File: src/rtl/apb2axi_issue_sched.sv
// APB-to-AXI issue scheduler: pops PENDING directory entries in order, issues them
// to the AR or AW/W builder under per-direction credit limits, and arbitrates
// read/write completions back to the directory.
// Optional statistics counters are built when APB2AXI_SCHED_STATS_EN is defined.

package apb2axi_issue_sched_pkg;
  localparam int unsigned TAG_NUM = 16;
  localparam int unsigned TAG_W   = 4;

  typedef struct packed {
    logic        is_write;
    logic [31:0] addr;
    logic [31:0] wdata;
    logic [3:0]  wstrb;
  } directory_entry_t;
endpackage

module apb2axi_issue_sched
  import apb2axi_issue_sched_pkg::*;
#(
  parameter int unsigned TAG_NUM_P    = TAG_NUM,
  parameter int unsigned TAG_W_P      = TAG_W,
  parameter int unsigned MAX_OUTST_RD = 4,
  parameter int unsigned MAX_OUTST_WR = 4,
  localparam int unsigned RD_CW = $clog2(MAX_OUTST_RD + 1),
  localparam int unsigned WR_CW = $clog2(MAX_OUTST_WR + 1)
) (
  input  logic                   pclk,
  input  logic                   preset,
  input  logic                   sched_en,
  input  logic                   pending_valid,
  input  directory_entry_t       pending_entry,
  input  logic [TAG_W_P-1:0]     pending_tag,
  output logic                   pending_pop,
  output logic                   rd_issue_valid,
  input  logic                   rd_issue_ready,
  output logic                   wr_issue_valid,
  input  logic                   wr_issue_ready,
  output directory_entry_t       issue_entry,
  output logic [TAG_W_P-1:0]     issue_tag,
  input  logic                   rd_cpl_valid,
  input  logic [TAG_W_P-1:0]     rd_cpl_tag,
  input  logic                   rd_cpl_err,
  output logic                   rd_cpl_ready,
  input  logic                   wr_cpl_valid,
  input  logic [TAG_W_P-1:0]     wr_cpl_tag,
  input  logic                   wr_cpl_err,
  output logic                   wr_cpl_ready,
  output logic                   cpl_valid,
  output logic [TAG_W_P-1:0]     cpl_tag,
  output logic                   cpl_error,
  output logic [RD_CW-1:0]       rd_outst,
  output logic [WR_CW-1:0]       wr_outst,
`ifdef APB2AXI_SCHED_STATS_EN
  output logic [31:0]            stat_issued,
  output logic [31:0]            stat_cpl_ok,
  output logic [31:0]            stat_cpl_err,
  output logic [31:0]            stat_stall_cycles,
`endif
  output logic                   spurious_cpl
);

  localparam logic [RD_CW-1:0] RD_MAX = RD_CW'(MAX_OUTST_RD);
  localparam logic [WR_CW-1:0] WR_MAX = WR_CW'(MAX_OUTST_WR);

  typedef enum logic {ST_IDLE, ST_ISSUE} state_e;

  state_e                 state_q, state_d;
  directory_entry_t       entry_q, entry_d;
  logic [TAG_W_P-1:0]     tag_q, tag_d;
  logic [TAG_NUM_P-1:0]   inflight_q, inflight_d;
  logic [TAG_NUM_P-1:0]   dir_wr_q, dir_wr_d;
  logic [RD_CW-1:0]       rd_outst_q, rd_outst_d;
  logic [WR_CW-1:0]       wr_outst_q, wr_outst_d;
  logic                   rr_wr_q, rr_wr_d;
  logic                   cpl_valid_q, cpl_valid_d;
  logic [TAG_W_P-1:0]     cpl_tag_q, cpl_tag_d;
  logic                   cpl_err_q, cpl_err_d;
  logic                   spurious_q, spurious_d;

  logic                   head_credit;
  logic                   pop;
  logic                   rd_v, wr_v;
  logic                   grant_rd, grant_wr, cpl_any, cpl_legal;
  logic [TAG_W_P-1:0]     sel_tag;
  logic                   sel_err;

  // Credit check on the pre-update counts for the head entry's direction
  always_comb begin
    head_credit = pending_entry.is_write ? (wr_outst_q < WR_MAX) : (rd_outst_q < RD_MAX);
  end

  // Issue FSM next-state and handshake outputs
  always_comb begin
    state_d = state_q;
    pop     = 1'b0;
    rd_v    = 1'b0;
    wr_v    = 1'b0;
    case (state_q)
      ST_IDLE: begin
        if (sched_en && pending_valid && head_credit) begin
          pop     = 1'b1;
          state_d = ST_ISSUE;
        end
      end
      ST_ISSUE: begin
        rd_v = !entry_q.is_write;
        wr_v = entry_q.is_write;
        if ((rd_v && rd_issue_ready) || (wr_v && wr_issue_ready)) state_d = ST_IDLE;
      end
      default: state_d = ST_IDLE;
    endcase
  end

  // Round-robin completion arbiter; rr_wr_q=1 gives write priority on a tie
  always_comb begin
    grant_wr  = wr_cpl_valid && (!rd_cpl_valid || rr_wr_q);
    grant_rd  = rd_cpl_valid && !grant_wr;
    cpl_any   = grant_rd || grant_wr;
    sel_tag   = grant_wr ? wr_cpl_tag : rd_cpl_tag;
    sel_err   = grant_wr ? wr_cpl_err : rd_cpl_err;
    cpl_legal = inflight_q[sel_tag] && (dir_wr_q[sel_tag] == grant_wr);
  end

  // Tag bookkeeping, counters and completion forwarding
  always_comb begin
    inflight_d  = inflight_q;
    dir_wr_d    = dir_wr_q;
    entry_d     = entry_q;
    tag_d       = tag_q;
    rr_wr_d     = rr_wr_q;
    spurious_d  = spurious_q;
    cpl_valid_d = 1'b0;
    cpl_tag_d   = cpl_tag_q;
    cpl_err_d   = cpl_err_q;
    if (cpl_any) begin
      rr_wr_d = grant_rd;
      if (cpl_legal) begin
        inflight_d[sel_tag] = 1'b0;
        cpl_valid_d         = 1'b1;
        cpl_tag_d           = sel_tag;
        cpl_err_d           = sel_err;
      end else begin
        spurious_d = 1'b1;
      end
    end
    // Set after clear so a same-cycle pop of a just-freed tag wins
    if (pop) begin
      entry_d                = pending_entry;
      tag_d                  = pending_tag;
      inflight_d[pending_tag] = 1'b1;
      dir_wr_d[pending_tag]   = pending_entry.is_write;
    end
    rd_outst_d = rd_outst_q + RD_CW'(pop && !pending_entry.is_write)
                            - RD_CW'(cpl_any && cpl_legal && grant_rd);
    wr_outst_d = wr_outst_q + WR_CW'(pop && pending_entry.is_write)
                            - WR_CW'(cpl_any && cpl_legal && grant_wr);
  end

  // State and bookkeeping registers
  always_ff @(posedge pclk or posedge preset) begin
    if (preset) begin
      state_q     <= ST_IDLE;
      entry_q     <= '0;
      tag_q       <= '0;
      inflight_q  <= '0;
      dir_wr_q    <= '0;
      rd_outst_q  <= '0;
      wr_outst_q  <= '0;
      rr_wr_q     <= 1'b1;
      cpl_valid_q <= 1'b0;
      cpl_tag_q   <= '0;
      cpl_err_q   <= 1'b0;
      spurious_q  <= 1'b0;
    end else begin
      state_q     <= state_d;
      entry_q     <= entry_d;
      tag_q       <= tag_d;
      inflight_q  <= inflight_d;
      dir_wr_q    <= dir_wr_d;
      rd_outst_q  <= rd_outst_d;
      wr_outst_q  <= wr_outst_d;
      rr_wr_q     <= rr_wr_d;
      cpl_valid_q <= cpl_valid_d;
      cpl_tag_q   <= cpl_tag_d;
      cpl_err_q   <= cpl_err_d;
      spurious_q  <= spurious_d;
    end
  end

  // Combinational strobes are masked while reset is held so every output reads 0
  assign pending_pop    = pop && !preset;
  assign rd_cpl_ready   = grant_rd && !preset;
  assign wr_cpl_ready   = grant_wr && !preset;
  assign rd_issue_valid = rd_v;
  assign wr_issue_valid = wr_v;
  assign issue_entry    = entry_q;
  assign issue_tag      = tag_q;
  assign cpl_valid      = cpl_valid_q;
  assign cpl_tag        = cpl_tag_q;
  assign cpl_error      = cpl_err_q;
  assign rd_outst       = rd_outst_q;
  assign wr_outst       = wr_outst_q;
  assign spurious_cpl   = spurious_q;

`ifdef APB2AXI_SCHED_STATS_EN
  logic [31:0] st_iss_q, st_ok_q, st_err_q, st_stall_q;

  // Saturating event counters
  always_ff @(posedge pclk or posedge preset) begin
    if (preset) begin
      st_iss_q   <= '0;
      st_ok_q    <= '0;
      st_err_q   <= '0;
      st_stall_q <= '0;
    end else begin
      if (pop && st_iss_q != '1) st_iss_q <= st_iss_q + 32'd1;
      if (cpl_any && cpl_legal && !sel_err && st_ok_q != '1) st_ok_q <= st_ok_q + 32'd1;
      if (cpl_any && cpl_legal && sel_err && st_err_q != '1) st_err_q <= st_err_q + 32'd1;
      if (pending_valid && sched_en && !head_credit && st_stall_q != '1)
        st_stall_q <= st_stall_q + 32'd1;
    end
  end

  assign stat_issued       = st_iss_q;
  assign stat_cpl_ok       = st_ok_q;
  assign stat_cpl_err      = st_err_q;
  assign stat_stall_cycles = st_stall_q;
`endif

endmodule

File: config.mk
export PLATFORM = sky130hd
export DESIGN_NAME = apb2axi_issue_sched
export DESIGN_NICKNAME = d
export VERILOG_FILES = /design/src/rtl/apb2axi_issue_sched.sv
export SDC_FILE = /design/constraint.sdc
export NUM_CORES = 1
export LEC_CHECK = 0
export CAP_MARGIN = 10
export CORE_ASPECT_RATIO = 0.5
export CORE_MARGIN = 2
export CORE_UTILIZATION = 50
export DETAILED_ROUTE_END_ITERATION = 10
export HOLD_SLACK_MARGIN = 0.03
export PLACE_DENSITY = 0.91
export SKIP_LAST_GASP = 1
export SLEW_MARGIN = 20
export SYNTH_ARGS = -nofsm -noshare
export SYNTH_HDL_FRONTEND = slang
export SYNTH_SLANG_ARGS = --single-unit
File: constraint.sdc
create_clock -name pclk -period 5.55 [get_ports pclk]
set_input_delay 0.555 -clock pclk [delete_from_list [all_inputs] [get_ports pclk]]
set_output_delay 0.555 -clock pclk [all_outputs]
set_load 0.02 [all_outputs]
Yosys cells after proc, flatten, opt, wreduce, memory -nomap -nowiden
Cells that the tools add are included.

Register bits after elaboration: 120. Input port bits: 91. Output and inout bits: 91. Logic and storage cells: 81.

Bitwise logic cells: 5. Muxes and demuxes: 23. Magnitude comparators: 6. Add/sub/neg operators: 4. Eq/ne operators: 1. Reductions and logical operators: 27.

Operator list (number): $mux W16 (3); $logic_and A1 B1 Y1 (17); $and A16 B16 Y16 (1); $bwmux W16 (1); $not A16 Y16 (1); $or A16 B16 Y16 (1); $mux W1 (13); $lt A4 B5 Y1 const B (2); $bmux W1 S4 (2); $demux W1 S4 (2); $ge A4 B1 Y1 const B (2); $add A3 B1 Y3 (2); $lt A3 B3 Y1 const B (2); $sub A3 B1 Y3 (2); $logic_not A1 Y1 (5); $mux W4 (1); $reduce_and A2 Y1 (2); $logic_or A1 B1 Y1 (3); $not A1 Y1 (2); $pmux W1 S2 (1); $eq A1 B1 Y1 (1).

Depth between registers and ports, before layout
Gate-level depths: netlist of run 1.

Depth after elaboration: 14. Mapped depth: 15. Mapped depth without buffers: 13.

Least setup slack after synthesis of run 1
Ideal clock, no wire load.

Kind: input to register. Start point: input wr_cpl_tag[1]. End point: register rd_outst_q[2], in the netlist rd_outst[2]. Required time: 5.470 ns. Data arrival time: 3.286 ns. Setup slack: 2.184 ns. Cell stages on the path: 14. Path buffers: 2. Setup time: 0.080 ns. Cells stage by stage: buf_6 > mux4_2 > nor3_1 > a21oi_1 > a41oi_1 > or3_4 > clkbuf_1 > a211oi_1 > ha_1 > inv_1 > ha_1 > fa_1 > xnor2_1 > xnor2_1.

Cells in the longest elaborated chain, start to end: 8. Elaborated cells on any way between the ends: 10. Classes of those cells: add/sub (1); eq/ne (1); mux (5); reduce/logical (3).

Ends and longest elaborated chain: from (decl) (line 46) `input logic [TAG_W_P-1:0] wr_cpl_tag,`; $mux W4 (*) (line 120) `sel_tag = grant_wr ? wr_cpl_tag : rd_cpl_tag;`; $bmux W1 S4 (line 122) `cpl_legal = inflight_q[sel_tag] && (dir_wr_q[sel_tag] == grant_wr);`; $mux W1 (implied by the code) (line 122); $eq A1 B1 Y1 (line 122); $logic_and A1 B1 Y1 (*) (line 122); $logic_and A1 B1 Y1 (*) (2 in a row) (line 155) `- RD_CW'(cpl_any && cpl_legal && grant_rd);`; $sub A3 B1 Y3 (*) (line 155); named net rd_outst_d[2] (line 73) `logic [RD_CW-1:0] rd_outst_q, rd_outst_d;`; to (signal assigned) (line 181) `rd_outst_q <= rd_outst_d;`; to (decl) (line 73).

The timed path passes the listed nets; every way through them passes the cells marked *. The select of a mux whose other input is x is not followed. A chain may end at the register's enable or synchronous reset.

Worst setup path after layout of run 1
Ends and elaborated chain as after synthesis.

==> results.md, run 1 <==
- Hold depth: 2
- DRC violations left: 0
- WL/cell: 18.53 um
- Post-synth top flop: dfrtp_1
- WP data arrival: 4.27 ns
- Slowest library cell on the worst path: clkdlybuf4s50_1
- Worst hold path type: flip-flop to flip-flop
- Post-CTS resize count: 0
- Global Route Usage Sum: 28.55%
- Post-synth EDFFs: 0
- Cts hold-fix bufs: 0
- Rows: 27
- Slew Limit Fails: 0
- CP Launch Type: primary input
- Crit share post-route: 71.12%
- GRT busiest layer: met2
- Via count: 4945
- Met3 Usage GRT: 8.352%
- Vias in the first global route: 5149
- CORE AREA: 10980 sq um
- Worst path max stage delay: 0.91 ns
- Worst setup startpoint: wr_cpl_tag[1]
- FF-to-FF End: rd_outst[2]
- Clk_lat worst skew: 0.42 ns
- Slew headroom: 32.07%
- Fraction of the mapped netlist area in simple logic gates: 22.38%
- CTS H-Tree Depth: 4
- Switch Pwr: 1.645 mW
- Number of port buffers: 181
- Total power: 4.614 mW
- Cell accounting for the most synthesized area: dfrtp_1
- WS Path Type: primary input to flip-flop
- Hold Path Sink: issue_entry[59]
- Adder and majority cell fraction of the synthesized area: 1.604%
- Clk pwr share: 26.8%
- Die width: 153.9 um
- Synth Area in XOR/XNOR: 0.6236%
- PD cells: 567.2 nW/um^2
- Worst Path Buf+Inv: 2
- Netlist cell types: 46
- Remaining global-route overflow: 0
- Clock Skews: 0.007862 ns
- Largest delay share family, worst path: buffers and inverters
- Post-DP HPWL: 11370 um
- Pleak: 3.831 nW
- Post-CTS Setup Bufs: 0
- Hold Crit Start: issue_entry[59]
- Initial Util: 51.17%
- Clock-pin slew on the worst setup and hold paths: 0.06 ns
- Initial DRC Count: 358
- P&R area growth vs syn: 44.81%
- Mux cell area share after synthesis: 13.23%
- Fin nets: 837
- Dpl cells: 866
- First-pass GRT wire length: 26450 um
- FMAX: 253.3 MHz
- Setup-failing EPs final: 0
- Io pins: 182
- TritonRoute pass-1 iters: 5
- Max VDD drop: 0.0002828 V
- CTS Buffer Depth: 2
- Compound-Gate Fraction of Synth Area: 4.722%
- Largest net degree at the start of global routing: 74
- FF-to-FF Start: rr_wr_q
- Combinational family with the most area after synthesis: simple AND/OR/NAND/NOR gates
- Area share of the largest cell type after synthesis: 53.01%
- Post-Syn Nets: 668
- CTS tree: built
- CTS root buffer: clkbuf_16
- Seq/Total Area, Yosys: 53.47%
- Async S/R FF share, synth: 100.0%
- Final hold slack: 0.4727 ns
- Post-Syn Instances: 571
- Post-synthesis cell area: 5618 sq um
- CTS Buf Count: 17
- RD Place Congestion: 0.9496
- Vias per inst: 5.507
- Layout cells sized above 1: 10.36%
- Final Critical Period: 3.947 ns
- Leading cell types by count after synthesis: nand2_1 (246), dfrtp_1 (119), clkbuf_1 (22)
- Ys Warns: 0
- Met1 Use GR: 31.31%
- Reg power frac: 33.1%
- RSZ-0062 raised after global routing: no
- CTS sink cnt: 120
- Synth top area cells: dfrtp_1 (53%), nand2_1 (16%), mux2_2 (4.0%)
- CP endpoint kind: flip-flop
- Switching part of the total power: 35.65%
- Setup TNS: 0 ns
- Count leader, synth: nand2_1
- Worst-path fanout max: 14
- Worst-Margin Slew: 1.017 ns
- Reg2reg setup slack: 1.77 ns
- #FFs+latches synth: 120
- Die ar.: 12150 sq um
- R2r worst-path depth: 12
- Antenna Cells: 0
- GR Layer Usage met2: 50.50%
- Die Y: 78.96 um
- Post-DRT Antenna Nets: 0
- Final number of hold-violating endpoints: 0
- Combinational Power Share: 40.2%
- Final std cells w/o fill: 898
- P_int: 2.969 mW
- Initial antenna violation count: 0
- Max-cap check violation count: 0
- Routed wire length: 16640 um
- Status: completed
- WP data required: 5.88 ns
- Syn_area_per_cell: 9.839 sq um
- Crit-path cells: clkdlybuf4s50_1 > mux4_2 > nor3_1 > a21oi_1 > a41oi_1 > or3_4 > a211oi_1 > ha_1 > inv_1 > ha_1 > fa_1 > xnor2_1 > xnor2_1
stage by stage:
stage               setup WS [ns]  instance area (sq um)  utilization (%)
floorplan                   1.811                   5618                -
global placement            1.452                   7475            68.08
detailed placement          1.258                   7475            68.08
CTS                         1.663                   8135            74.10
global route                1.387                   8135            74.10
finish                      1.603                   8135            74.10
cell usage in the layout, fill, tap and decap left out, types with 6 or more instances in the layout:
cell type        netlist  layout
nand2_1              246     246
clkdlybuf4s50_1        0     181
dfrtp_1              119     119
mux2_2                20      20
clkbuf_16              0      17
nor2_1                16      16
inv_1                 14      13
nand3_1               13      13
mux4_2                10      10
a31oi_1               10      10
a21oi_1                8       8
o31ai_1                7       7
mux2i_1                6       6
mux4_1                 6       6
kinds of logic after synthesis:
family | Yosys count
AOI/OAI and AO/OA | 40
xor gates and xnor gates | 4
adders and majority gates | 6
buffers and inverters | 49
DFF | 120
muxes | 47
and+or+nand+nor | 305
how the worst max path moves through the flow:
stage                        endpoint  slack [ns]  cells past startpoint
final                     rd_outst[2]        1.60                     13
after global routing      wr_outst[2]        1.39                     14
after CTS                 rd_outst[2]        1.66                     13
after detailed placement  rd_outst[2]        1.26                     13
after global placement    wr_outst[2]        1.45                     14
after floorplan             cpl_error        1.81                      1
layer usage:
layer	wire, um	share of wire [%]	up-vias
met3	1175	7.1	79
li1	-	-	2232
met1	6062	36	2370
met5	0	0	-
met2	8471	51	264
met4	931	5.6	0
final cells by class:
| cell class | instances | area (sq um) |
|---|---|---|
| inverters | 14 | 55.05 |
| well taps | 145 | 181.4 |
| clock inverters | 13 | 217.7 |
| flip-flops and latches | 120 | 3004 |
| repair buffers | 185 | 1842 |
| fillers | 700 | 2844 |
| clock buffers | 19 | 442.9 |
| multi-input cells | 402 | 2392 |
flip-flops by register name (all words and copies together), names as in the netlist:
name          count
cpl_valid         1
inflight_q       16
spurious_cpl      1
cpl_error         1
wr_outst          3
issue_entry      69
state_q           1
rr_wr_q           1
cpl_tag           4
issue_tag         4
rd_outst          3
dir_wr_q         16
power by group through the flow:
stage,Sequential (mW),Combinational (mW),Clock (mW)
floorplan,1.83,0.645,0
global placement,1.50,1.77,0
detailed placement,1.53,1.84,0
CTS,1.52,1.86,1.25
global route,1.57,1.98,1.28
finish,1.53,1.85,1.24
worst reg2reg max path: stages (launching register included):
cell and delay, ns:
dfstp_2 0.52, nand2b_2 0.17, and2_1 0.53, o22a_1 0.28, o22ai_1 0.10, or3_4 0.48
a211oi_1 0.35, ha_1 0.22, inv_1 0.05, ha_1 0.20, fa_1 0.43, xnor2_1 0.20
xnor2_1 0.16
Note: power is estimated with default switching activity, not from simulation.
==> run 2: changes to the inputs <==
--- a/config.mk
+++ b/config.mk
@@ -8,10 +8,10 @@
 export CAP_MARGIN = 10
 export CORE_ASPECT_RATIO = 0.5
 export CORE_MARGIN = 2
-export CORE_UTILIZATION = 50
+export CORE_UTILIZATION = 42
 export DETAILED_ROUTE_END_ITERATION = 10
 export HOLD_SLACK_MARGIN = 0.03
-export PLACE_DENSITY = 0.91
+export PLACE_DENSITY = 0.82
 export SKIP_LAST_GASP = 1
 export SLEW_MARGIN = 20
 export SYNTH_ARGS = -nofsm -noshare
==> constraint.sdc (replaced) <==
create_clock -name pclk -period 3.5 [get_ports pclk]
set_input_delay 0.35 -clock pclk [delete_from_list [all_inputs] [get_ports pclk]]
set_output_delay 0.35 -clock pclk [all_outputs]
set_load 0.02 [all_outputs]
==> run 2 against run 1 <==
  * Critical path depth stayed put
  * Non-clock buffer count grew 24
  * Clock-buffer cell count grew 3
  * Clock skew is 0.0014 ns higher
  * Combinational power increased by 57%
  * Core utilization fell by 9.0 points
  * Highest routed layer unchanged
==> results.md, run 2 (synthesis gave the netlist of run 1 again) <==
- Status: completed (unchanged)
- Met1 Use GR: 27.03% (was 31.31%)
- Clk pwr share: 27.0% (was 26.8%)
- Setup-failing EPs final: 0 (unchanged)
- Worst-Margin Slew: 0.7541 ns (was 1.017 ns)
- Met3 Usage GRT: 5.215% (was 8.352%)
- Rows: 29 (was 27)
- CORE AREA: 12840 sq um (was 10980 sq um)
- CP endpoint kind: flip-flop (unchanged)
- RSZ-0062 raised after global routing: no (unchanged)
- CTS sink cnt: 120 (unchanged)
- PD cells: 871.9 nW/um^2 (was 567.2 nW/um^2)
- GRT busiest layer: met2 (unchanged)
- Die width: 167.6 um (was 153.9 um)
- TritonRoute pass-1 iters: 5 (unchanged)
- Clock Skews: 0.009289 ns (was 0.007862 ns)
- FMAX: 306.7 MHz
- Worst-path fanout max: 6 (was 14)
- Vias in the first global route: 5079 (was 5149)
- Cts hold-fix bufs: 0 (unchanged)
- Final number of hold-violating endpoints: 0 (unchanged)
- Global Route Usage Sum: 22.63% (was 28.55%)
- Remaining global-route overflow: 0 (unchanged)
- Clock-pin slew on the worst setup and hold paths: 0.06 ns (about the same)
- Final Critical Period: 3.261 ns
- Post-DP HPWL: 11130 um (was 11370 um)
- RD Place Congestion: 0.9137 (was 0.9496)
- Post-DRT Antenna Nets: 0 (unchanged)
- Reg power frac: 33.1% (about the same)
- Io pins: 182 (unchanged)
- Switch Pwr: 2.480 mW (was 1.645 mW)
- Pleak: 3.959 nW (was 3.831 nW)
- Die Y: 85.78 um (was 78.96 um)
- Fin nets: 861 (was 837)
- Antenna Cells: 0 (unchanged)
- Initial antenna violation count: 0 (unchanged)
- Die ar.: 14370 sq um (was 12150 sq um)
- Worst hold path type: primary input to async pin (was flip-flop to flip-flop)
- WL/cell: 16.48 um (was 18.53 um)
- P_int: 4.809 mW (was 2.969 mW)
- Vias per inst: 5.149 (was 5.507)
- CTS Buf Count: 17 (unchanged)
- Post-CTS Setup Bufs: 0 (unchanged)
- Combinational Power Share: 39.9% (was 40.2%)
- Final instance area: 8359 sq um (was 8135 sq um)
- Crit share post-route: 93.17%
- Slew headroom: 49.73% (was 32.07%)
- Clk_lat worst skew: 0.41 ns (was 0.42 ns)
- Initial Util: 43.74% (was 51.17%)
- First-pass GRT wire length: 25490 um (was 26450 um)
- CTS tree: built (unchanged)
- R2r worst-path depth: 13 (was 12)
- Setup TNS: 0 ns (unchanged)
- P&R area growth vs syn: 48.80% (was 44.81%)
- Initial DRC Count: 385 (was 358)
- GR Layer Usage met2: 39.80% (was 50.50%)
- Dpl cell area: 7700 sq um (was 7475 sq um)
- Max reg flops: 69 (unchanged)
- WP data arrival: 3.57 ns (was 4.27 ns)
- Largest net degree at the start of global routing: 75 (was 74)
- CP Launch Type: flip-flop (was primary input)
- Via count: 4871 (was 4945)
- Post-CTS resize count: 0 (unchanged)
- Commonest non-fill, non-tap cell in the layout: nand2_1 (unchanged)
- WS Path Type: flip-flop to flip-flop (was primary input to flip-flop)
- CTS H-Tree Depth: 4 (unchanged)
- Slew Limit Fails: 0 (unchanged)
- DRC violations left: 0 (unchanged)
- CTS root buffer: clkbuf_16 (unchanged)
- Number of port buffers: 181 (unchanged)
- Switching part of the total power: 34.02% (was 35.65%)
- Routed wire length: 15590 um (was 16640 um)
- WP data required: 3.81 ns (was 5.88 ns)
- Most frequent cells in the layout: nand2_1 (246), clkdlybuf4s50_1 (181), dfrtp_1 (119) (unchanged)
- Max VDD drop: 0.0004260 V (was 0.0002828 V)
- Max-cap check violation count: 0 (unchanged)
- Layout cells sized above 1: 12.76% (was 10.36%)
- CTS Buffer Depth: 2 (unchanged)
-- run 2: changes by cell type in the layout (fill, tap and decap cells not counted), moves of 2 or more --
cell      before  now
buf_4          4   27
clkinv_2       0    3
clkinv_4       4    0
inv_6          2    0
clkbuf_1       1    3
-- run 2: worst paths after layout --
check                                  start         endpoint  slack, ns
max in group asynchronous             preset  issue_entry[44]       2.39
min                                   preset     spurious_cpl       0.36
min reg2reg                  issue_entry[31]  issue_entry[31]       0.47
max reg2reg                          rr_wr_q      wr_outst[2]       0.24
max                                  rr_wr_q      wr_outst[2]       0.24
min in group pclk          pending_entry[38]  issue_entry[38]       0.47
-- run 2: critical path: stages (launching register included) --
cell and delay, ns:
dfstp_2 0.52, nand2b_2 0.11, and2_1 0.26, o32a_1 0.22, a41oi_1 0.13, or3_4 0.37
nor3_1 0.30, ha_1 0.29, inv_1 0.06, ha_1 0.13, inv_1 0.05, fa_1 0.37
xnor2_1 0.19, xnor2_1 0.16
-- run 2: layout make-up --
cell class	instances	area, sq um
Fill cell	974	4486
Sequential cell	120	3004
Multi-Input combinational cell	402	2392
Timing Repair Buffer	209	2034
Clock buffer	22	464.2
Tap cell	170	212.7
Clock inverter	9	195.2
Inverter	14	56.30
-- run 2: power by group through the flow --
stage | Combinational [mW] | Clock [mW] | Sequential [mW]
floorplan | 1.02 | 0 | 2.90
global placement | 2.84 | 0 | 2.39
detailed placement | 2.92 | 0 | 2.41
CTS | 2.94 | 1.99 | 2.41
global route | 3.13 | 2.06 | 2.49
finish | 2.91 | 1.97 | 2.41
-- run 2: through the flow --
stage	power (mW)	std cells	hold WS [ns]	util, %	setup WS (ns)
after floorplan	3.925	571	0.4554	-	0.3091
after global placement	5.236	915	0.4575	59.95	0.005770
after global routing	7.670	946	0.3946	65.08	0.08738
final	7.289	946	0.3631	65.08	0.2392
after CTS	7.335	946	0.3694	65.08	0.2701
after detailed placement	5.334	915	0.4615	59.95	-0.09130
-- run 2: per-layer routing --
layer	up-vias	wire length (um)
met1	2365	6292
li1	2276	-
met2	192	8003
met4	0	449
met3	38	840
met5	-	0
